<file path="config.mk">
export PLATFORM = sky130hd
export DESIGN_NAME = uart_tx_arbiter
export DESIGN_NICKNAME = d
export VERILOG_FILES = /design/src/rtl/uart_tx_arb_pkg.sv /design/src/rtl/uart_rr_pick.sv /design/src/rtl/uart_tx_arbiter.sv
export SDC_FILE = /design/constraint.sdc
export NUM_CORES = 1
export LEC_CHECK = 0
export ABC_AREA = 1
export CELL_PAD_IN_SITES_DETAIL_PLACEMENT = 0
export CELL_PAD_IN_SITES_GLOBAL_PLACEMENT = 2
export CORE_MARGIN = 2
export CORE_UTILIZATION = 19
export DETAILED_ROUTE_END_ITERATION = 8
export PLACE_DENSITY_LB_ADDON = 0.1
export SLEW_MARGIN = 20
export SYNTH_ARGS = -nofsm -noshare
export SYNTH_HDL_FRONTEND = slang
export SYNTH_SLANG_ARGS = --single-unit
</file>
<file path="constraint.sdc">
create_clock -name i_clk -period 1.96 [get_ports i_clk]
set_clock_uncertainty 0.15 [all_clocks]
set_input_delay 0.294 -clock i_clk [delete_from_list [all_inputs] [get_ports i_clk]]
set_output_delay 0.294 -clock i_clk [all_outputs]
set_load 0.005 [all_outputs]
</file>
<file path="src/rtl/uart_tx_arb_pkg.sv">
// Shared types and helpers for the round-robin uart_tx arbiter.
package uart_tx_arb_pkg;

  typedef enum logic [1:0] {
    IDLE = 2'd0,
    LOAD = 2'd1,
    SEND = 2'd2
  } state_t;

  // Elaboration-time ceil(log2(n)); used to size the grant index.
  function automatic int clog2(input int n);
    int r;
    r = 0;
    for (int i = 0; i < 31; i++) begin
      if ((1 << i) < n) r = i + 1;
    end
    return r;
  endfunction

endpackage

</file>
<file path="src/rtl/uart_rr_pick.sv">
// Combinational rotating-priority picker: first valid index after i_last_grant, with wrap.
module uart_rr_pick
  import uart_tx_arb_pkg::*;
#(
  parameter int P_REQ_NUM = 4,
  parameter int P_GW      = 2
) (
  input  logic [P_REQ_NUM-1:0] i_req_valid,
  input  logic [P_GW-1:0]      i_last_grant,
  output logic [P_GW-1:0]      o_winner,
  output logic                 o_any_valid
);

  logic [P_GW:0]   sum;
  logic [P_GW-1:0] idx;

  // Scan from farthest to nearest so the nearest valid index is written last.
  always_comb begin
    o_winner    = '0;
    o_any_valid = |i_req_valid;
    sum         = '0;
    idx         = '0;
    for (int i = P_REQ_NUM; i >= 1; i--) begin
      sum = {1'b0, i_last_grant} + (P_GW+1)'(i);
      if (sum >= (P_GW+1)'(P_REQ_NUM)) sum = sum - (P_GW+1)'(P_REQ_NUM);
      idx = sum[P_GW-1:0];
      if (i_req_valid[idx]) o_winner = idx;
    end
  end

endmodule

</file>
<file path="src/rtl/uart_tx_arbiter.sv">
// Round-robin arbiter sharing one uart_tx byte channel between P_REQ_NUM requesters.
// Define UART_TX_ARB_PKT_LOCK_EN to hold the grant until the byte flagged last.
module uart_tx_arbiter
  import uart_tx_arb_pkg::*;
#(
  parameter int P_REQ_NUM    = 4,
  parameter int P_DATA_WIDTH = 8
) (
  input  logic                              i_clk,
  input  logic                              i_rst,
  input  logic [P_REQ_NUM*P_DATA_WIDTH-1:0] i_req_data,
  input  logic [P_REQ_NUM-1:0]              i_req_valid,
  input  logic [P_REQ_NUM-1:0]              i_req_last,
  output logic [P_REQ_NUM-1:0]              o_req_ready,
  output logic [P_DATA_WIDTH-1:0]           o_tx_data,
  output logic                              o_tx_valid,
  input  logic                              i_tx_ready,
  output logic [clog2(P_REQ_NUM)-1:0]       o_grant_id,
  output logic                              o_busy
);

  localparam int GW = clog2(P_REQ_NUM);

  // Requester side: o_req_ready is asserted only in LOAD, one-hot on the grant;
  // a byte moves when ready & valid at a clock edge. Sink side: o_tx_valid stays
  // high with stable data until sampled together with i_tx_ready.
  state_t                  state_q, state_d;
  logic [GW-1:0]           grant_q, grant_d;
  logic [GW-1:0]           last_grant_q, last_grant_d;
  logic [P_DATA_WIDTH-1:0] tx_data_q, tx_data_d;
  logic                    tx_valid_q, tx_valid_d;
  logic [GW-1:0]           winner;
  logic                    any_valid;
  logic [P_DATA_WIDTH-1:0] sel_data;
  logic                    sel_valid;
  logic                    sel_last;
  logic [P_REQ_NUM-1:0]    grant_onehot;

`ifdef UART_TX_ARB_PKT_LOCK_EN
  logic last_q, last_d;
  logic pkt_q, pkt_d;
`else
  logic unused_last;
  assign unused_last = ^i_req_last ^ sel_last;
`endif

  uart_rr_pick #(
    .P_REQ_NUM (P_REQ_NUM),
    .P_GW      (GW)
  ) u_pick (
    .i_req_valid  (i_req_valid),
    .i_last_grant (last_grant_q),
    .o_winner     (winner),
    .o_any_valid  (any_valid)
  );

  always_comb begin
    sel_data     = '0;
    sel_valid    = 1'b0;
    sel_last     = 1'b0;
    grant_onehot = '0;
    for (int k = 0; k < P_REQ_NUM; k++) begin
      if (grant_q == GW'(k)) begin
        sel_data        = i_req_data[k*P_DATA_WIDTH +: P_DATA_WIDTH];
        sel_valid       = i_req_valid[k];
        sel_last        = i_req_last[k];
        grant_onehot[k] = 1'b1;
      end
    end
  end

  always_comb begin
    state_d      = state_q;
    grant_d      = grant_q;
    last_grant_d = last_grant_q;
    tx_data_d    = tx_data_q;
    tx_valid_d   = tx_valid_q;
    o_req_ready  = '0;
`ifdef UART_TX_ARB_PKT_LOCK_EN
    last_d       = last_q;
    pkt_d        = pkt_q;
`endif
    case (state_q)
      IDLE: begin
        if (any_valid) begin
          grant_d = winner;
          state_d = LOAD;
        end
      end
      LOAD: begin
        o_req_ready = grant_onehot;
        if (sel_valid) begin
          tx_data_d  = sel_data;
          tx_valid_d = 1'b1;
          state_d    = SEND;
`ifdef UART_TX_ARB_PKT_LOCK_EN
          last_d     = sel_last;
`endif
        end else begin
`ifdef UART_TX_ARB_PKT_LOCK_EN
          // Mid-packet the grant is held while the requester stalls.
          if (!pkt_q) state_d = IDLE;
`else
          state_d = IDLE;
`endif
        end
      end
      SEND: begin
        if (i_tx_ready) begin
          tx_valid_d = 1'b0;
`ifdef UART_TX_ARB_PKT_LOCK_EN
          pkt_d = !last_q;
          if (last_q) begin
            last_grant_d = grant_q;
            state_d      = IDLE;
          end else begin
            state_d = LOAD;
          end
`else
          last_grant_d = grant_q;
          state_d      = IDLE;
`endif
        end
      end
      default: state_d = IDLE;
    endcase
  end

  always_ff @(posedge i_clk or posedge i_rst) begin
    if (i_rst) begin
      state_q      <= IDLE;
      grant_q      <= '0;
      last_grant_q <= GW'(P_REQ_NUM - 1);
      tx_data_q    <= '0;
      tx_valid_q   <= 1'b0;
`ifdef UART_TX_ARB_PKT_LOCK_EN
      last_q       <= 1'b0;
      pkt_q        <= 1'b0;
`endif
    end else begin
      state_q      <= state_d;
      grant_q      <= grant_d;
      last_grant_q <= last_grant_d;
      tx_data_q    <= tx_data_d;
      tx_valid_q   <= tx_valid_d;
`ifdef UART_TX_ARB_PKT_LOCK_EN
      last_q       <= last_d;
      pkt_q        <= pkt_d;
`endif
    end
  end

  assign o_tx_data  = tx_data_q;
  assign o_tx_valid = tx_valid_q;
  assign o_grant_id = grant_q;
  assign o_busy     = (state_q != IDLE);

endmodule

</file>
Word-level counts from Yosys, hierarchy flattened
Index checks and enable logic that the tools add are counted.
W data, S select, Z words.
- register bits after elaboration: 15
- output and inout port bits: 16
- bits of input ports: 43
- add/sub/neg operators: 8
- $lt $le $gt $ge: 8
- multiplexer cells: 36
- reductions and logical operators: 10
- equal/unequal tests: 8
- operators with widths (operator ; number):
    $mux W8 ; 4
    $mux W2 ; 11
    $mux W1 ; 14
    $ge A3 B3 Y1 const B ; 4
    $lt A2 B3 Y1 const B ; 4
    $bmux W1 S2 ; 4
    $reduce_and A2 Y1 ; 4
    $sub A2 B1 Y2 const B ; 4
    $add A2 B2 Y3 const B ; 2
    $eq A2 B2 Y1 const B ; 3
    $ne A2 B2 Y1 const B ; 3
    $pmux W2 S3 ; 1
    $eq A2 B1 Y1 const B ; 2
    $logic_not A2 Y1 ; 2
    $mux W4 ; 1
    $reduce_bool A2 Y1 ; 2
    $reduce_or A4 Y1 ; 1
    $add A2 B1 Y3 const B ; 1
    $add A2 B3 Y3 const B ; 1
    $reduce_and A3 Y1 ; 1
    $pmux W1 S2 ; 1

Depth between registers and ports, before layout
Gate-level depths: netlist of the first run.
- word-level depth: 9
- gate-level depth with buffers: 11

Modules after synthesis
A second synthesis of the first run with hierarchy kept.
- cell total of the unflattened synthesis: 179
- area total of the unflattened synthesis: 1255.0 µm²
- modules (own cells, without submodules) (module ; instances ; cells an instance ; area each (µm²)):
    uart_tx_arbiter ; 1 ; 128 ; 988.4
    uart_rr_pick ; 1 ; 51 ; 266.5

Worst setup path before layout of the first run
No wires, ideal clock.
- kind: register -> register
- start point: reg grant_q[0] (netlist: o_grant_id[0])
- end point: reg state_q[1]
- path buffers: 2
- arrival time: 1.258 ns
- library setup time: 0.122 ns
- cell stages (with the launch flop): 9
- data required time: 1.688 ns
- setup slack: 0.429 ns
- cell sequence: dfrtp_1 buf_6 nor2_2 nand2_2 nand4_1 nand2_2 inv_4 buf_12 o31ai_2
- word-level cells in the longest chain between the ends: 7
- elaborated cells on any way between the ends: 10
- those cells by class: 3 x eq/ne; 6 x mux; 1 x reduce/logical
- RTL lines (item ; line ; RTL):
    start: declaration ; uart_tx_arbiter.sv:28 ; logic [GW-1:0] grant_q, grant_d;
    start signal: assignment ; uart_tx_arbiter.sv:142 ; grant_q <= grant_d;
    $logic_not A2 Y1 ; uart_tx_arbiter.sv:63 ; if (grant_q == GW'(k)) begin
    $mux W1 (3 in a row) ; uart_tx_arbiter.sv:63 ;
    $mux W1 (*) ; uart_tx_arbiter.sv:63 ;
    $mux W2 (*) ; uart_tx_arbiter.sv:92 ; if (sel_valid) begin
    $pmux W2 S3 (*) ; uart_tx_arbiter.sv:83 ; case (state_q)
    end signal: assignment ; uart_tx_arbiter.sv:141 ; state_q <= state_d;
    end: declaration ; uart_tx_arbiter.sv:27 ; state_t state_q, state_d;
Mark *: on every way between the ends. The rest lies on a longest branch, timed or not.
A chain may end at the register's enable or synchronous reset.

Worst setup path in the final report of the first run
- start point: reg grant_q[1] (netlist: o_grant_id[1])
- end point: out o_req_ready[3]
- word-level cells in the longest chain between the ends: 3
- RTL lines (item ; line ; RTL):
    $eq A2 B2 Y1 ; uart_tx_arbiter.sv:63 ;
    $mux W1 ; uart_tx_arbiter.sv:63 ;
    $mux W4 ; uart_tx_arbiter.sv:83 ;
    end: declaration ; uart_tx_arbiter.sv:14 ; output logic [P_REQ_NUM-1:0] o_req_ready,
Every way passes these cells.

==> impl_results.md, run 1 <==
* Result of the run: finished clean
* Nets in the synthesized netlist at 216
* Reg-to-reg critical path startpoint: last_grant_q[0]
* Clock latency on the worst-skew pair at 0.25 ns
* CTS clk-pin slew, worst paths at 0.06 ns
* Buffer cell driving the clock tree root: sky130_fd_sc_hd__clkbuf_8
* Detailed router's first-iteration violation count at 42
* Iteration count of the initial detailed-routing pass at 4
* Required @ worst endpoint at 1.52 ns
* Min setup slack post-route at roughly 0.065 ns
* First-pass GRT wire length at 6300 um
* Pins over their slew limit at 0
* Remaining global-route overflow at 0
* Routing layer with the top usage in global route: met2
* Leakage power of the design at 0.870 nW
* IR Drop Worst-Case VDD at between 0.5 and 0.6 mV
* # hold bufs at CTS at 0
* Fmax at 528 MHz
* Classification of the worst setup path: register to output pin
* Buf/Inv on CP at 1
* FP Rows at 28
* Post-synthesis share of cell area spent on full adders, half adders and majority gates at 0
* Destination of the critical timing path: o_req_ready[3]
* Top-Level Pins at a little under 60
* Level count of the clock H-tree at 1
* Wire length per cell at 12.8 um
* Number of library cell types mapped by synthesis at 21
* Number of global-route vias before repair at approximately 1,400
* TritonCTS clock tree: built
* Final Hold Violating Endpoints at 0
* Overall die width at 81.5 um
* Placed Instance Area at ~0.0018 mm2
* Worst rel slew slack at 0.621
* Final weighted congestion in routability-driven placement at between 0.8 and 0.9
* Floorplan die area at between 0.006 and 0.007 mm2
* Initial antenna violation count at 0
* Buffers added on ports at 54
* Register-to-Register Path Depth at 11
* Sum of negative setup slack at 0 ns
* Cell chain of the critical path: nand2_2 > nor2_2 > clkdlybuf4s50_1
* Remaining number of nets flagged by the antenna check after routing at 0
* Number of warnings issued by yosys at 0
* Post-Synth Simple-Gate Area at 0.429
* All-Layer GR Usage at 0.123
* Largest family of logic cells by synthesized area: simple AND/OR/NAND/NOR gates
* PwrDens at 1410 mW/mm2
* Flop and latch count out of synthesis at 15
* Largest net degree at the start of global routing at 19
* Endpoint of the worst register-to-register path: o_grant_id[0]
* Longest individual stage delay on the worst path at 0.51 ns
* Cell area after technology mapping at 0.00114 mm2
* TritonCTS Buffers at 3
* Fin area at 0.00185 mm2
* DRC violations left at 0
* Crit. path cell count at 3
* NumNets Final at 277
* Antenna diode instance count at 0
* Maximum count of clock buffers along a single path at 2
* Syn Area/Cell at 6.60 um2
* Post-Route Utilization at 0.315
* Critical Path Slowest Stage Cell: sky130_fd_sc_hd__clkdlybuf4s50_1
* Slew at the pin closest to its max-slew limit at 0.567 ns
* Half-perimeter wire length of the detailed placement result at 3150 um
* Met2 track utilization from global routing at 0.244
* Area growth from synthesis to final layout at 61.6%
* Arrival time reported for the critical path endpoint at around 1.5 ns
* Maximum capacitance violations at 0
* Fraction of the yosys area taken by sequential cells at 0.331
* Xor and xnor fraction of the mapped netlist area at 0
* Critical path origin: o_grant_id[1]
* Vert. Die Dim at 81.5 um
* Kind of launch point of the worst setup path: register
* Total power draw at 0.00260 W
* Final critical-path share of the clock period at 0.967
* Most frequent standard cell in the layout excluding fill and tap cells: sky130_fd_sc_hd__nand2_1
* Commonest cells after routing, fill and taps aside: 72 x sky130_fd_sc_hd__nand2_1, 52 x sky130_fd_sc_hd__clkdlybuf4s50_1, 22 x sky130_fd_sc_hd__nand3_1
* Clk sink count at 15
* Number of instances in the synthesized netlist at 173
* Post-synthesis mux area share at 0
* Fraction of the mapped netlist area in compound gates at 0.141
* Worst min-delay path category: primary input to async pin
* Fraction of layout cells with a size suffix above 1 at 0.167
* Placeable core area at 0.00585 mm2
* Kind of end point of the critical path: output pin
* Number of setup violations in the final report at 0
* Total via count after detailed routing at 1,324
* Met1 track demand over resource in global routing at 0.134
* Initial cell density of the core at 0.195
* Number of vias per cell after detailed routing at ~4.3
* Final Routed Wirelength at 3950 um
* Critical path's top delay family: buffers and inverters
* FF-to-FF setup slack at 0.18 ns
* Tmin final at 1.90 ns
* CP max FO at 7
* Met3 track demand over resource in global routing at 0.0286
* Post-place setup slack at 0.125 ns
## metal layers
| layer | part of all wire | wire, um | vias to the layer above |
|---|---|---|---|
| met4 | 0.0058 | 23 | 0 |
| met3 | 0.059 | 234 | 2 |
| met2 | 0.53 | 2090 | 40 |
| met1 | 0.41 | 1600 | 606 |
| met5 | 0 | 0 | - |
| li1 | - | - | 676 |
## metrics by stage
stage	hold slack, ns	std cells
after floorplan	0.0440	173
after global placement	0.317	302
after detailed placement	0.322	302
after CTS	0.266	306
after global routing	0.290	308
final	0.243	308
## cell usage after synthesis (all sizes together)
master | number | area, um2
a21oi | 11 | 55.1
buf | 5 | 46.3
dfrtp | 13 | 325
dfstp | 2 | 52.6
inv | 17 | 66.3
nand2 | 77 | 299
nand3 | 22 | 110
nand4 | 3 | 18.8
nor2 | 7 | 47.5
nor3 | 3 | 15.0
o21ai | 12 | 93.8
o31ai | 1 | 12.5
## repair_timing
item | in CTS | in global routing
endpoints found under the setup margin | 4 | 3
gates resized for setup | 5 | 2
buffers inserted | 0 | 2
## report_power, final
group          total (W)  leakage [nW]  internal, W  switching, W
clock           0.000249        0.0255     0.000141      0.000108
sequential      0.000640         0.179     0.000476      0.000164
combinational    0.00171         0.666     0.000759      0.000954
## worst min path at each step
| stage | from | to | slack [ns] |
|---|---|---|---|
| floorplan | i_rst | o_grant_id[0] | 0.04 |
| global placement | o_tx_data[3] | o_tx_data[3] | 0.32 |
| detailed placement | o_tx_data[2] | o_tx_data[2] | 0.32 |
| CTS | i_rst | o_tx_data[7] | 0.27 |
| global route | i_rst | o_tx_data[7] | 0.29 |
| finish | i_rst | o_tx_data[7] | 0.24 |
## layout make-up
type / count / area (um2)
multi-input combinational: 136 / 664
clock buffer: 3 / 41.3
fill: 641 / 4010
tap: 75 / 93.8
clock inverter: 1 / 5.00
sequential: 15 / 380
timing repair buffer: 61 / 594
inverter: 17 / 66.3
## sequential cells by signal (all words and copies together), names as in the netlist
name / flops
o_tx_valid: 1
o_tx_data: 8
o_grant_id: 2
state_q: 2
last_grant_q: 2
## kinds of logic after synthesis
logic type,after synthesis
AND/OR/NAND/NOR,112
AO/OA/AOI/OAI,24
buffers and inverters,22
flip-flops,15
(Power assumes the default switching activity.)
==> inputs of run 2 (changes only) <==
- HOLD_SLACK_MARGIN: not set -> 0.1
- REMOVE_ABC_BUFFERS: not set -> 1
==> impl_results.md, run 2 (synthesized netlist as in run 1, its figures left out) <==
* Critical Path Slowest Stage Cell: sky130_fd_sc_hd__clkdlybuf4s50_1 (unchanged)
* TritonCTS Buffers at 3 (unchanged)
* Number of global-route vias before repair at 1,383 (was 1,355)
* DRC violations left at 0 (unchanged)
* RSZ-0062 raised after global routing: no
* Level count of the clock H-tree at 1 (unchanged)
* Half-perimeter wire length of the detailed placement result at 3150 um (about the same)
* DP Cell Count at 304 (was 302)
* Commonest cells after routing, fill and taps aside: 72 x sky130_fd_sc_hd__nand2_1, 52 x sky130_fd_sc_hd__clkdlybuf4s50_1, 22 x sky130_fd_sc_hd__nand3_1 (unchanged)
* Antenna diode instance count at 0 (unchanged)
* FF-to-FF setup slack at 0.19 ns (was 0.18 ns)
* Maximum count of clock buffers along a single path at 2 (unchanged)
* Most frequent standard cell in the layout excluding fill and tap cells: sky130_fd_sc_hd__nand2_1 (unchanged)
* Buffer cell driving the clock tree root: sky130_fd_sc_hd__clkbuf_8 (unchanged)
* Final weighted congestion in routability-driven placement at 0.820 (was 0.822)
* Total via count after detailed routing at 1,310 (was 1,324)
* Required @ worst endpoint at 1.52 ns (about the same)
* Met2 track utilization from global routing at 0.243 (was 0.244)
* FP Rows at 28 (unchanged)
* Iteration count of the initial detailed-routing pass at 4 (unchanged)
* Pins over their slew limit at 0 (unchanged)
* Number of setup violations in the final report at 0 (unchanged)
* Slew at the pin closest to its max-slew limit at 0.605 ns (was 0.567 ns)
* Sum of negative setup slack at 0 ns (unchanged)
* Top-Level Pins at 59 (unchanged)
* Clk sink count at 15 (unchanged)
* Wire length per cell at 12.4 um (was 12.8 um)
* Arrival time reported for the critical path endpoint at 1.42 ns (was 1.45 ns)
* Classification of the worst setup path: register to output pin (unchanged)
* Post-place setup slack at 0.126 ns (was 0.125 ns)
* Maximum capacitance violations at 0 (unchanged)
* Register-to-Register Path Depth at 10 (was 11)
* Remaining number of nets flagged by the antenna check after routing at 0 (unchanged)
* Leakage power of the design at 0.896 nW (was 0.870 nW)
* Endpoint of the worst register-to-register path: o_tx_data[6] (was o_grant_id[0])
* Min setup slack post-route at 0.0978 ns (was 0.0647 ns)
* Met1 track demand over resource in global routing at 0.136 (was 0.134)
* Vert. Die Dim at 81.5 um (unchanged)
* Detailed router's first-iteration violation count at 43 (was 42)
* Fraction of layout cells with a size suffix above 1 at 0.184 (was 0.167)
* Overall die width at 81.5 um (unchanged)
* Final Routed Wirelength at 3900 um (was 3950 um)
* Fmax at 537 MHz (was 528 MHz)
* Remaining global-route overflow at 0 (unchanged)
* Kind of launch point of the worst setup path: register (unchanged)
* Number of vias per cell after detailed routing at 4.17 (was 4.30)
* Area growth from synthesis to final layout at 65.6% (was 61.6%)
* Critical path's top delay family: buffers and inverters (unchanged)
* PwrDens at 1410 mW/mm2 (about the same)
* Total power draw at 0.00267 W (was 0.00260 W)
* CTS clk-pin slew, worst paths at 0.06 ns (about the same)
* Result of the run: finished clean (unchanged)
* Largest net degree at the start of global routing at 19 (unchanged)
* Finished Layout Cells at 314 (was 308)
* Placeable core area at 0.00585 mm2 (unchanged)
* NumNets Final at 283 (was 277)
* Buffers added on ports at 54 (unchanged)
* Tmin final at 1.86 ns (was 1.90 ns)
* Initial antenna violation count at 0 (unchanged)
* CP max FO at 5 (was 7)
* Critical path origin: state_q[1] (was o_grant_id[1])
* First-pass GRT wire length at 6270 um (was 6300 um)
* Worst min-delay path category: primary input to async pin (unchanged)
* Floorplan die area at 0.00665 mm2 (unchanged)
* TritonCTS clock tree: built (unchanged)
* Kind of end point of the critical path: output pin (unchanged)
* Final critical-path share of the clock period at 0.950 (was 0.967)
* All-Layer GR Usage at 0.122 (was 0.123)
* Reg-to-reg critical path startpoint: o_grant_id[1] (was last_grant_q[0])
* Met3 track demand over resource in global routing at 0.0264 (was 0.0286)
* Cell chain of the critical path: inv_2 > nand2_4 > nor2_2 > clkdlybuf4s50_1 (was nand2_2 > nor2_2 > clkdlybuf4s50_1)
* Final Hold Violating Endpoints at 0 (unchanged)
* Worst rel slew slack at 0.596 (was 0.621)
* IR Drop Worst-Case VDD at 0.391 mV (was 0.562 mV)
* Routing layer with the top usage in global route: met2 (unchanged)
* Buf/Inv on CP at 2 (was 1)
* Post-Route Utilization at 0.323 (was 0.315)
* Flip-flop count of the largest register after layout at 8 (unchanged)
* Longest individual stage delay on the worst path at 0.51 ns (about the same)
* Number of fill cells in the layout at 645 (was 641)
* Initial cell density of the core at 0.195 (unchanged)
* Clock latency on the worst-skew pair at 0.24 ns (was 0.25 ns)
run 2: cell types whose count changed in the layout (fill, tap and decap cells not counted):
cell | before | now
sky130_fd_sc_hd__clkinv_2 | 1 | 0
sky130_fd_sc_hd__clkbuf_1 | 0 | 1
sky130_fd_sc_hd__inv_4 | 1 | 2
sky130_fd_sc_hd__buf_4 | 7 | 13
sky130_fd_sc_hd__inv_2 | 4 | 3
run 2: worst register-to-register path: stages, from the launching register on:
cell and delay (ns):
sky130_fd_sc_hd__dfrtp_2 0.44, sky130_fd_sc_hd__inv_4 0.05, sky130_fd_sc_hd__buf_4 0.15, sky130_fd_sc_hd__buf_4 0.16, sky130_fd_sc_hd__nor2_8 0.15, sky130_fd_sc_hd__nand2_2 0.06
sky130_fd_sc_hd__nand4_1 0.09, sky130_fd_sc_hd__nand2_2 0.07, sky130_fd_sc_hd__inv_4 0.19, sky130_fd_sc_hd__nand2_1 0.11, sky130_fd_sc_hd__o21ai_2 0.07
run 2: final cells by class:
type | instances | area [um2] | area share
clock buffers | 4 | 45.0 | 0.0238
well taps | 75 | 93.8 | 0.0496
flip-flops and latches | 15 | 380 | 0.201
multi-input cells | 136 | 664 | 0.351
repair buffers | 67 | 639 | 0.338
inverters | 17 | 68.8 | 0.0364
run 2: per-stage QoR:
step	hold WS [ns]	area [um2]
2_1_floorplan	0.0440	1100
3_3_place_gp	0.318	1780
3_5_place_dp	0.322	1780
4_1_cts	0.276	1840
5_1_grt	0.306	1890
6_report	0.267	1890
run 2: layer usage:
layer / vias up / share of wire
li1: 690 / -
met1: 589 / 0.40
met2: 31 / 0.54
met3: 0 / 0.062
met4: 0 / 0
met5: - / 0
run 2: power by group:
part / internal, W / switching [W] / total [W]
logic: 0.000828 / 0.000968 / 0.00180
clock network: 0.000144 / 0.000104 / 0.000247
registers: 0.000476 / 0.000154 / 0.000630
run 2: worst max-delay path by stage:
stage                           to  slack, ns  cells after the start
floorplan               state_q[1]       0.30                      7
global placement    o_req_ready[0]       0.15                      4
detailed placement  o_req_ready[0]       0.13                      4
CTS                 o_req_ready[0]     -0.008                      4
global route        o_req_ready[1]      0.002                      4
finish              o_req_ready[3]        0.1                      4
run 2: what timing repair did:
item / 4_1_cts / 5_1_grt
pin swaps: 0 / 0
setup buffers: 0 / 6
endpoints found under the hold margin: 0 / 0
hold buffers: 0 / 0
setup endpoints to repair: 4 / 3
resized for setup: 6 / 2
